[config.mk]
export PLATFORM = sky130hd
export DESIGN_NAME = spi_mstr
export DESIGN_NICKNAME = d
export VERILOG_FILES = /design/src/rtl/spi_pkg.sv /design/src/rtl/spi_sclk_gen.sv /design/src/rtl/spi_mstr.sv
export SDC_FILE = /design/constraint.sdc
export NUM_CORES = 1
export LEC_CHECK = 0
export CORE_ASPECT_RATIO = 0.75
export CORE_MARGIN = 2
export CORE_UTILIZATION = 57
export CTS_BUF_LIST = sky130_fd_sc_hd__clkbuf_4 sky130_fd_sc_hd__clkbuf_8
export CTS_CLUSTER_DIAMETER = 50
export DETAILED_ROUTE_END_ITERATION = 10
export PLACE_DENSITY = 0.87
export SYNTH_ARGS = -nofsm -noshare
export SYNTH_HDL_FRONTEND = slang
export SYNTH_SLANG_ARGS = --single-unit
[constraint.sdc]
create_clock -name clk -period 3.85 [get_ports clk]
set_input_delay 0.385 -clock clk [delete_from_list [all_inputs] [get_ports clk]]
set_output_delay 0.385 -clock clk [all_outputs]
set_load 0.02 [all_outputs]
[src/rtl/spi_pkg.sv]
// Shared state type, slave-index constants and select decoder for the SPI master.
package spi_pkg;

    localparam int unsigned SPI_WORD_W = 16;

    typedef enum logic [1:0] {IDLE, FRONT, SHIFT, BACK} spi_state_t;

    localparam logic [2:0] SS_CH1  = 3'd0;
    localparam logic [2:0] SS_CH2  = 3'd1;
    localparam logic [2:0] SS_CH3  = 3'd2;
    localparam logic [2:0] SS_TRIG = 3'd3;
    localparam logic [2:0] SS_EEP  = 3'd4;

    // Active-low one-hot select for a slave index; unknown indices select nothing.
    function automatic logic [4:0] ss_decode(input logic [2:0] idx);
        logic [4:0] sel_n;
        sel_n = '1;
        case (idx)
            SS_CH1:  sel_n = 5'b11110;
            SS_CH2:  sel_n = 5'b11101;
            SS_CH3:  sel_n = 5'b11011;
            SS_TRIG: sel_n = 5'b10111;
            SS_EEP:  sel_n = 5'b01111;
            default: sel_n = '1;
        endcase
        return sel_n;
    endfunction

endpackage

[src/rtl/spi_sclk_gen.sv]
// Half-period counter producing the registered SPI clock and edge strobes.
module spi_sclk_gen #(
    parameter int unsigned SCLK_DIV = 32
) (
    input  logic clk,
    input  logic rst_n,
    input  logic run,
    input  logic toggle_en,
    output logic sclk,
    output logic tick,
    output logic fall_en,
    output logic rise_en
);

    localparam int unsigned HALF = SCLK_DIV / 2;
    localparam int unsigned CW   = (HALF > 1) ? $clog2(HALF) : 1;
    localparam logic [CW-1:0] LAST = CW'(HALF - 1);

    logic [CW-1:0] cnt;

    // tick marks the edge that ends a half period; the strobes say which way SCLK moves on it.
    assign tick    = run && (cnt == LAST);
    assign fall_en = tick && toggle_en && sclk;
    assign rise_en = tick && toggle_en && !sclk;

    always_ff @(posedge clk or negedge rst_n) begin
        if (!rst_n) begin
            cnt  <= '0;
            sclk <= 1'b1;
        end else begin
            if (!run || cnt == LAST)
                cnt <= '0;
            else
                cnt <= cnt + 1'b1;

            if (!toggle_en)
                sclk <= 1'b1;
            else if (tick)
                sclk <= ~sclk;
        end
    end

endmodule

[src/rtl/spi_mstr.sv]
// Mode-3 SPI master: one 16-bit transfer per wrt_SPI to AFE, trigger DAC or EEPROM.
// Define SPI_READBACK_EN to capture MISO and return its low byte on EEP_data.
module spi_mstr
    import spi_pkg::*;
#(
    parameter int unsigned SCLK_DIV = 32
) (
    input  logic        clk,
    input  logic        rst_n,
    input  logic        wrt_SPI,
    input  logic [2:0]  ss,
    input  logic [15:0] SPI_data,
    input  logic        MISO,
    output logic        SPI_done,
    output logic [7:0]  EEP_data,
    output logic [4:0]  SS_n,
    output logic        SCLK,
    output logic        MOSI
);

    spi_state_t            state;
    logic [SPI_WORD_W-1:0] tx_sr;
    logic [4:0]            bit_cnt;
    logic                  run, toggle_en, tick, fall_en, rise_en;

    // The front porch's final tick produces the first SCLK fall, so toggling spans FRONT too.
    assign run       = (state != IDLE);
    assign toggle_en = (state == FRONT) || (state == SHIFT);

    spi_sclk_gen #(
        .SCLK_DIV(SCLK_DIV)
    ) u_sclk_gen (
        .clk      (clk),
        .rst_n    (rst_n),
        .run      (run),
        .toggle_en(toggle_en),
        .sclk     (SCLK),
        .tick     (tick),
        .fall_en  (fall_en),
        .rise_en  (rise_en)
    );

    always_ff @(posedge clk or negedge rst_n) begin
        if (!rst_n) begin
            state    <= IDLE;
            tx_sr    <= '0;
            bit_cnt  <= '0;
            SS_n     <= '1;
            MOSI     <= 1'b0;
            SPI_done <= 1'b0;
        end else begin
            case (state)
                IDLE: begin
                    if (wrt_SPI && ss <= SS_EEP) begin
                        tx_sr    <= SPI_data;
                        SS_n     <= ss_decode(ss);
                        MOSI     <= SPI_data[SPI_WORD_W-1];
                        SPI_done <= 1'b0;
                        bit_cnt  <= '0;
                        state    <= FRONT;
                    end
                end
                FRONT: begin
                    if (tick)
                        state <= SHIFT;
                end
                SHIFT: begin
                    if (fall_en) begin
                        tx_sr <= tx_sr << 1;
                        MOSI  <= tx_sr[SPI_WORD_W-2];
                    end
                    if (rise_en) begin
                        bit_cnt <= bit_cnt + 5'd1;
                        if (bit_cnt == 5'd15)
                            state <= BACK;
                    end
                end
                BACK: begin
                    if (tick) begin
                        SS_n     <= '1;
                        SPI_done <= 1'b1;
                        MOSI     <= 1'b0;
                        state    <= IDLE;
                    end
                end
                default: state <= IDLE;
            endcase
        end
    end

`ifdef SPI_READBACK_EN
    logic [SPI_WORD_W-1:0] rx_sr;

    always_ff @(posedge clk or negedge rst_n) begin
        if (!rst_n) begin
            rx_sr    <= '0;
            EEP_data <= '0;
        end else begin
            if (state == SHIFT && rise_en)
                rx_sr <= {rx_sr[SPI_WORD_W-2:0], MISO};
            if (state == BACK && tick)
                EEP_data <= rx_sr[7:0];
        end
    end
`else
    logic unused_miso;

    assign unused_miso = MISO;
    assign EEP_data    = '0;
`endif

endmodule
==> results.ini <==
[final_layout]
n_fill_cell = 232
n_antenna_cell = 0
postLayoutCoreUtil_pct = 70.7
nets = 229
drive_above_1_share_pct = 28.8
area_growth_pct = 18.0
fin_cells = 238

[critical_path]
cp.arrival_ns = 2.44
cp.buffers_inverters = 1
endpoint_kind = flop
cp_top_family = simple AND/OR/NAND/NOR gates
start_kind = flop
worst_ep_required_time_ns = 4.02
cp_slowest_cell = dfrtp_1
regToRegStartpoint = state[0]
r2r_slack_ns = 1.59
critPathKind = flop to flop
crit_path_cell_trace = inv_1, ha_1, nand4b_4, or3_4, o21ai_4, mux2_2
reg2reg_depth = 6
timing.rr.end = tx_sr[3]
crit_path_max_incr_delay_ns = 0.42
critPathMaxFanout = 15

[clocking]
cts_max_level = 2
post_cts.repair.setup_buffers = 0
cts_max_path_buffers = 2
hold_buffers = 0
clk_pin_slew_ns = 0.07
cts_tree = done
clkLatencyLatePin_ns = 0.29
cts_sinks = 34
cts_root_buf = clkbuf_8
ctsResizeCount = 0
cts_made_buffers = 5

[floorplan]
die_height_um = 54.9
design.die.area_mm2 = 0.00395
core_mm2 = 0.00329
die_w_um = 71.9
start_util_pct = 59.9
fp-row-count = 18
pin_count = 39

[timing]
fin_skew_ns = 0.00451
setup_viol = 0
drv_slew = 0
fin_crit_sh_pct = 58.8
slew_headroom_pct = 57.3
period_needed_ns = 2.26
whs_ns = 0.489
hold_viol = 0
fmax_mhz = 442
rsz0062_at_grt = no
setup_tns_ns = 0
worst_slew_pin_slew_ns = 0.638

[yosys]
synthTopCellsByCount = dfrtp_1, mux2_2, inv_1
yosysMostFrequentCell = dfrtp_1
synth.distinct_cells = 41
synth-edff-count = 0
ys_async_sr_fraction_pct = 100
ys_seq_area_share_pct = 43.6
yosys_warnings = 0
synth_area_per_cell_um2 = 11.8
ys.flop_type = dfrtp_1
synth_top_area_share_pct = 35.6
syn_area_mm2 = 0.00197
netlist_instances = 167
synth_area_leaders = dfrtp_1, mux2_2, dfstp_2
synth-seq-cells = 34
synth_top_cell_by_area = dfrtp_1

[power]
p_leak_nw = 1.02
p_per_area_mw_per_mm2 = 755
ir_drop_uv = 523

[job]
drv_cap = 0

[route]
wl_per_cell_um = 14.8
vias = 1301
drt_wl_total_um = 3520
route.antenna.remaining_nets = 0
firstDrtPassIters = 4
drt_first_iter_violations = 69
vias_per_cell = 5.47
drc = 0

[min_path]
whs_path_depth = 1
hp-class = flop to flop
holdPathEnd = u_sclk_gen.cnt[0]
hold_path_startpoint = u_sclk_gen.cnt[0]

[global_routing]
grt_pass1_wl_um = 5640
track_usage_pct = 19.6
overflow = 0
antenna_found_initial = 0
grt_max_degree = 35
grt_pass1_vias = 1180

[placed_design]
portBuffers = 29
place.gp.congestion = 0.823
dp_cells = 230
dpl.hpwl_um = 2520

[outcome]
outcome = finished clean

-- placed cells by master, fill, tap and decap left out, drive strengths merged, types with 3 or more instances in the layout --
cell | Yosys | final
nand3 | 5 | 5
conb | 1 | 8
clkdlybuf4s50 | 0 | 29
nor2 | 7 | 7
clkbuf | 3 | 6
o21ai | 9 | 9
a21oi | 5 | 5
mux2 | 36 | 36
dfrtp | 28 | 28
nand2 | 6 | 6
inv | 11 | 11
dfstp | 6 | 6
ha | 9 | 9
nor2b | 3 | 3
-- routing by layer --
metal  share of wire [%]  wire length, um  up-vias  global-route usage (%)
met5                   0                0        -                       0
li1                    -                -      626                       -
met3                 4.9              174        7                    5.80
met1                  45             1580      633                    24.1
met4                 1.5               53        0                    8.49
met2                  49             1710       35                    33.0
-- worst max path at each step --
stage | startpoint | to | slack, ns | cells past startpoint
after floorplan | state[0] | tx_sr[10] | 1.78 | 8
after global placement | ss[1] | tx_sr[3] | 1.47 | 5
after detailed placement | ss[1] | tx_sr[3] | 1.43 | 5
after CTS | state[0] | tx_sr[3] | 1.57 | 6
after global routing | state[0] | tx_sr[1] | 1.45 | 6
final | state[0] | tx_sr[3] | 1.59 | 6
-- kinds of logic (layout without fill, tap and decap cells) --
| family | Yosys count | after routing | share of synthesized area [%] |
|---|---|---|---|
| muxes | 37 | 37 | 23.0 |
| DFF | 34 | 34 | 43.6 |
| and+or+nand+nor | 34 | 34 | 10.7 |
| buffers and inverters | 26 | 50 | 7.81 |
| AOI/OAI and AO/OA | 24 | 24 | 8.13 |
| adders and majority gates | 9 | 9 | 5.72 |
| xor gates and xnor gates | 2 | 2 | 0.890 |
| other | 1 | 8 | 0.190 |
-- metrics by stage --
stage                     area [um2]  power [W]  setup slack, ns
after global placement          2240    0.00144             1.47
after global routing            2320    0.00187             1.45
after detailed placement        2240    0.00150             1.43
after CTS                       2320    0.00177             1.57
final                           2320    0.00175             1.59
after floorplan                 2000    0.00132             1.78
-- flip-flops by register name (all words and copies together), names as in the netlist --
register         count
u_sclk_gen.sclk      1
SPI_done             1
u_sclk_gen.cnt       4
state                2
SS_n                 5
MOSI                 1
tx_sr               15
bit_cnt              5
-- area by class of cell --
cell class / instances / area [um2] / area share, %
Clock buffer: 6 / 76.3 / 3.28
Multi-Input combinational cell: 114 / 983 / 42.3
Inverter: 11 / 41.3 / 1.78
Tap cell: 40 / 50.0 / 2.15
Clock inverter: 2 / 10.0 / 0.431
Sequential cell: 34 / 858 / 36.9
Timing Repair Buffer: 31 / 305 / 13.1
-- report_power, final --
group          internal [W]  switching (W)  total (W)
combinational      0.000471       0.000381   0.000852
clock              0.000132       0.000124   0.000256
sequential         0.000533       0.000113   0.000646
Power figures use the tool's default switching activity.
